**src/rtl/fetch_buffer.sv**
```systemverilog
// fetch_buffer: PC generation plus a DEPTH-entry {pc, instr} FIFO feeding decode
//   clk/rst        : clock, synchronous active-high reset
//   fetch_en       : allow fetching (0 holds the PC; the FIFO keeps draining)
//   imem_addr      : byte address to the instruction memory (the current fetch PC)
//   imem_rdata     : combinational instruction word for imem_addr
//   redirect_valid : flush the FIFO and load redirect_pc (word aligned)
//   redirect_pc    : redirect target
//   out_valid/out_ready : handshake to decode
//   out_instr/out_pc    : FIFO head, zero when empty
module fetch_buffer #(
  parameter logic [31:0] RESET_PC = 32'h0000_0000,
  parameter int DEPTH = 2
) (
  input  logic        clk,
  input  logic        rst,
  input  logic        fetch_en,
  output logic [31:0] imem_addr,
  input  logic [31:0] imem_rdata,
  input  logic        redirect_valid,
  input  logic [31:0] redirect_pc,
  output logic        out_valid,
  input  logic        out_ready,
  output logic [31:0] out_instr,
  output logic [31:0] out_pc
);
  localparam int AW = $clog2(DEPTH);
  localparam logic [AW:0] FULL = (AW+1)'(DEPTH);
  logic [31:0] fetch_pc;
  logic [63:0] mem [DEPTH];
  logic [AW-1:0] wr_ptr, rd_ptr;
  logic [AW:0] count;
  logic pop, push;
  assign imem_addr = fetch_pc;
  assign out_valid = count != '0;
  assign out_pc = out_valid ? mem[rd_ptr][63:32] : '0;
  assign out_instr = out_valid ? mem[rd_ptr][31:0] : '0;
  assign pop = out_valid & out_ready;
  // a full FIFO can still accept a fetch when the head leaves in the same cycle
  assign push = ~rst & fetch_en & ~redirect_valid & ((count != FULL) | pop);
  always_ff @(posedge clk)
    if (push) mem[wr_ptr] <= {fetch_pc, imem_rdata};
  always_ff @(posedge clk) begin
    if (rst) begin
      fetch_pc <= RESET_PC;
      wr_ptr <= '0;
      rd_ptr <= '0;
      count <= '0;
    end else if (redirect_valid) begin
      fetch_pc <= redirect_pc & ~32'd3;
      wr_ptr <= '0;
      rd_ptr <= '0;
      count <= '0;
    end else begin
      if (push) fetch_pc <= fetch_pc + 32'd4;
      if (push) wr_ptr <= wr_ptr + AW'(1);
      if (pop) rd_ptr <= rd_ptr + AW'(1);
      count <= (push && !pop) ? count + (AW+1)'(1) : (pop && !push) ? count - (AW+1)'(1) : count;
    end
  end
endmodule

```
**config.mk**
```make
export PLATFORM = sky130hd
export DESIGN_NAME = fetch_buffer
export DESIGN_NICKNAME = d
export VERILOG_FILES = /design/src/rtl/fetch_buffer.sv
export SDC_FILE = /design/constraint.sdc
export NUM_CORES = 1
export LEC_CHECK = 0
export CAP_MARGIN = 25
export CORE_ASPECT_RATIO = 1.25
export CORE_MARGIN = 2
export CORE_UTILIZATION = 35
export DETAILED_ROUTE_END_ITERATION = 7
export GPL_TIMING_DRIVEN = 0
export MAX_ROUTING_LAYER = met4
export REMOVE_ABC_BUFFERS = 1
export SETUP_SLACK_MARGIN = 0.5
export SYNTH_ARGS = -nofsm -noshare
export SYNTH_HDL_FRONTEND = slang
export SYNTH_SLANG_ARGS = --single-unit
```
**constraint.sdc**
```tcl
create_clock -name clk -period 4.55 [get_ports clk]
set_clock_uncertainty 0.2 [all_clocks]
set_input_delay 0.91 -clock clk [delete_from_list [all_inputs] [get_ports clk]]
set_output_delay 0.91 -clock clk [all_outputs]
set_load 0.01 [all_outputs]
```
Word level (Yosys, flattened, before mapping). Memory sizes are Yosys's and may differ from the RTL's. A register that Yosys moved wholly into a read port is not among the register bits. Cells that the tools add are included.

Add/sub/neg operators: 5. Equality and inequality tests: 1. Muxes and demuxes: 10. Bitwise gates (word level): 7. Reduce and logical (&&, ||, !) cells: 8.

Operators by type and width (count): 32-bit 2-to-1 mux (4); 32-bit by 3-bit adder with 32-bit output (second input constant) (1); 2-bit nonzero test (3); 1-bit AND (4); 1-bit 2-to-1 mux (4); 2-bit 2-to-1 mux (2); 1-bit adder (second input constant) (2); 2-bit by 1-bit adder with 2-bit output (second input constant) (1); 1-bit logical AND (2); 1-bit zero test (2); 2-bit != test (second input constant) (1); 1-bit inverter (2); 2-bit OR reduction (1); 2-bit by 1-bit subtractor with 2-bit output (second input constant) (1); 1-bit bitwise OR (1).

Register bits: 36. RAM bits: 128. Input bits: 69. Output and inout port bits: 97. Word-level logic and storage cells: 37. Memories kept: 1.

Memories: mem (depth 2, bits a word 64, rd ports 1, clocked after Yosys merged registers in 1, write ports 1, RTL line 29) `logic [63:0] mem [DEPTH];`.

Depth between registers and ports, before layout.
Depth after elaboration: 8. Depth in mapped cells: 10. Depth with buffers taken out: 8.

Least setup slack after synthesis. Ideal clock, no wire load.

Path type: input-to-reg. Start: input port rst. End: memory mem[0][0], enable pin. Library setup time: 0.482 ns. Arrival time: 4.195 ns. Required time: 3.868 ns. Path slack: -0.328 ns. Stages on the path: 6. Path buffers: 3. Cell sequence: buf_6 > nor2_1 > nand3_2 > buf_2 > buf_2 > nor2_1.

Longest elaborated chain between the ends: 6.

RTL lines: start: declaration (RTL line 15) `input logic rst,`; 1-bit inverter (RTL line 39) `assign push = ~rst & fetch_en & ~redirect_valid & ((count != FULL) | pop);`; 1-bit AND (3 in a row) (RTL line 39); 1-bit 2-to-1 mux (RTL line 41) `if (push) mem[wr_ptr] <= {fetch_pc, imem_rdata};`; 1-bit 2-to-1 mux (implied by the code) (RTL line 41); end: declaration (RTL line 29).

Every way passes these cells.

Worst setup path in the final report.
Start: input port rst. End: memory mem[1][43], enable pin.

Same word-level chain as after synthesis.

==> flow_summary.toml <==
[cts]
htreeDepth = 4
cts_tree = "done"
cts_buffers = 17
insertion_delay_ns = 0.41
clkTransAtPathRegs_ns = 0.06
root_buffer = "clkbuf_16"
clock-sinks = 159
clock_tree.buffer_depth = 2

[timing]
slew_headroom_pct = 41.6
worst_pin_slew_ns = 0.876
hold_slack_ns = 0.332
post-route-period-util_pct = 80.2
max_freq_mhz = 274
fin_crit_ns = 3.65
rsz0062_at_grt = "false"
setup_viol = 0
maxSlewViolCount = 0
hold_viol = 0
fin_tns_setup_ns = 0

[power]
irDropWorstVdd_mv = 0.252
p_per_area_nw_per_um2 = 378
leakagePower_nw = 3.01
total_power_mw = 3.52

[worst_setup_path]
cp.buffers_inverters = 4
crit_chain = "dlygate4sd2_1 > buf_16 > nor2_1 > nand3_4 > clkinv_2 > and2_4 > buf_16"
max_stage_delay_ns = 0.52
worstSetupPathType = "in -> reg"
cp-start-kind = "input pin"
arrival_ns = 3.54
worst-path-max-fanout = 43
cp_num_cells = 7
worstSetupEndpointType = "flop"
r2r_slack_ns = 1.69
crit_top_cell = "buf_16"
r2r-start = "count[1]$_SDFFE_PP0P_"
crit_family = "buffers and inverters"
reg2regPathDepth = 5
timing.rr.end = "mem[1][43]$_DFFE_PP_"
cpMaxStageDelayCell = "dlygate4sd2_1"
critical_path_required_ns = 4.44

[yosys]
synth_area_um2 = 6730
synthFlopType = "edfxtp_1"
synth_top_area_share_pct = 55.3
synth_cell_types = 51
synth_seq_cells = 159
post-synth-top-count-cell = "edfxtp_1"
ys_seq_area_share_pct = 65.7
netlist_top_cells_area = "edfxtp_1, dfxtp_1, mux2i_1"
yosys_warnings = 0
synthArstFlopShare_pct = 0
synth_cells = 527
synth_commonest_cells = "edfxtp_1, nor2_1, mux2i_1"
yosysTopAreaCell = "edfxtp_1"
synth-edff-count = 124
avgSynthCellArea_um2 = 12.8

[worst_hold_path]
min_path_type = "reg -> reg"
whs_path_depth = 0
hold_path.startpoint = "imem_addr[31]$_SDFFE_PP0P_"
holdPathEnd = "mem[1][63]$_DFFE_PP_"

[routing]
met3_length_um = 796
vias = 4754
wl_mm = 16.2
routed.top_layer = "met4"
avgRoutedWirePerCell_um = 17.4
drc = 0
wl_met1_mm = 6.76
ant_nets = 0
drt-initial-drc-count = 238
wl_met2_mm = 8.41
viasPerCell = 5.12
first_pass_iters = 4

[cells_and_area]
syn2layout_area_growth_pct = 38.5
antenna_cells = 0
final_nets = 754
utilization_pct = 49.6
final_cells = 928
fillCellCount = 1689
layout-drive-gt1-share_pct = 7.61

[floorplanning]
fp.dieW_um = 128
die_y_um = 159
rows = 56
core_area_um2 = 18800
initial_core_util_pct = 35.8
io_pins = 166
die_area_um2 = 20400

[grt]
grt_usage_pct = 16.5
grt_pass1_vias = 4731
grt_max_degree = 45
overflow = 0
antenna_found_initial = 0
grt_pass1_wl_mm = 25.1

[place]
portBuffers = 159
place_hpwl_mm = 10.9
gp_congestion = 0.822
dp.cells = 896

[run]
cap_violations = 0

[run_status]
status = "complete, no violations"
## cells in the final DEF (no fill, tap or decap), types with 2 or more instances in the layout
master,n
nand4b_1,2
nand3_1,15
nor4_1,3
a21oi_1,23
clkbuf_16,17
o211ai_1,2
bufinv_16,5
nor2_4,2
clkinv_4,2
o21ai_0,12
clkdlybuf4s50_1,157
o31a_1,3
edfxtp_1,124
o22ai_2,2
nor2_1,82
a32oi_1,5
and2_1,9
nor3_1,9
and3_1,6
conb_1,4
buf_16,4
dfxtp_1,34
xnor2_1,4
ha_1,2
buf_12,3
nand4_1,9
o22ai_1,7
a31oi_1,11
clkbuf_1,3
mux2_2,3
xor2_1,10
mux2i_1,62
inv_1,4
clkbuf_8,3
nand2_1,25
nor3_2,3
clkinv_2,2
## through the flow
step	setup WS, ns	cell area (um^2)
finish	0.900	9320
global route	0.732	9320
CTS	0.526	9310
detailed placement	-0.336	8650
global placement	-4.00	8460
floorplan	-0.405	6570
## layer usage
| layer | vias to the layer above | global-route usage (%) |
|---|---|---|
| li1 | 2263 | - |
| met1 | 2330 | 19.4 |
| met2 | 147 | 27.8 |
| met3 | 14 | 3.97 |
| met4 | 0 | 5.04 |
| met5 | - | - |
## worst max-delay path by stage
stage,startpoint,slack [ns],endpoint
after global routing,rst,0.73,mem[0][60]$_DFFE_PP_
after global placement,rst,-4.00,mem[0][3]$_DFFE_PP_
after CTS,redirect_valid,0.53,mem[1][28]$_DFFE_PP_
final,rst,0.90,mem[1][43]$_DFFE_PP_
after floorplan,redirect_valid,-0.41,mem[0][0]$_DFFE_PP_
after detailed placement,rst,-0.34,mem[1][10]$_DFFE_PP_
## logic make-up after synthesis
| group | after synthesis | share of synthesized area, % |
|---|---|---|
| and+or+nand+nor | 172 | 12.1 |
| DFF | 159 | 65.7 |
| AOI/OAI and AO/OA | 75 | 7.18 |
| muxes | 66 | 9.89 |
| buffers and inverters | 38 | 2.81 |
| xor gates and xnor gates | 14 | 1.82 |
| adders and majority gates | 2 | 0.372 |
| other | 1 | 0.0557 |
## area by class of cell
type / count / area [um^2] / share of cell area [%]
clock buffers: 23 / 478 / 5.13
well taps: 232 / 290 / 3.12
inverters: 6 / 23.8 / 0.255
clock inverters: 9 / 180 / 1.93
flip-flops and latches: 159 / 4430 / 47.5
repair buffers: 166 / 1760 / 18.9
multi-input cells: 333 / 2150 / 23.1
## report_power, final
part | internal [mW] | switching [mW] | total [mW]
Clock | 1.02 | 0.546 | 1.57
Combinational | 0.168 | 0.135 | 0.304
Sequential | 1.61 | 0.0432 | 1.65
Total | 2.79 | 0.725 | 3.52
## what timing repair did
action | in CTS | in global routing
hold buffers | 0 | 0
resized for setup | 2 | 3
setup buffers | 0 | 0
endpoints found under the setup margin | 121 | 66
## registers in the layout, summed over array words and instances (netlist names), named ones only
signal	count
wr_ptr	1
rd_ptr	1
imem_addr	30
mem	124
count	2
Note: power is estimated with default switching activity, not from simulation.
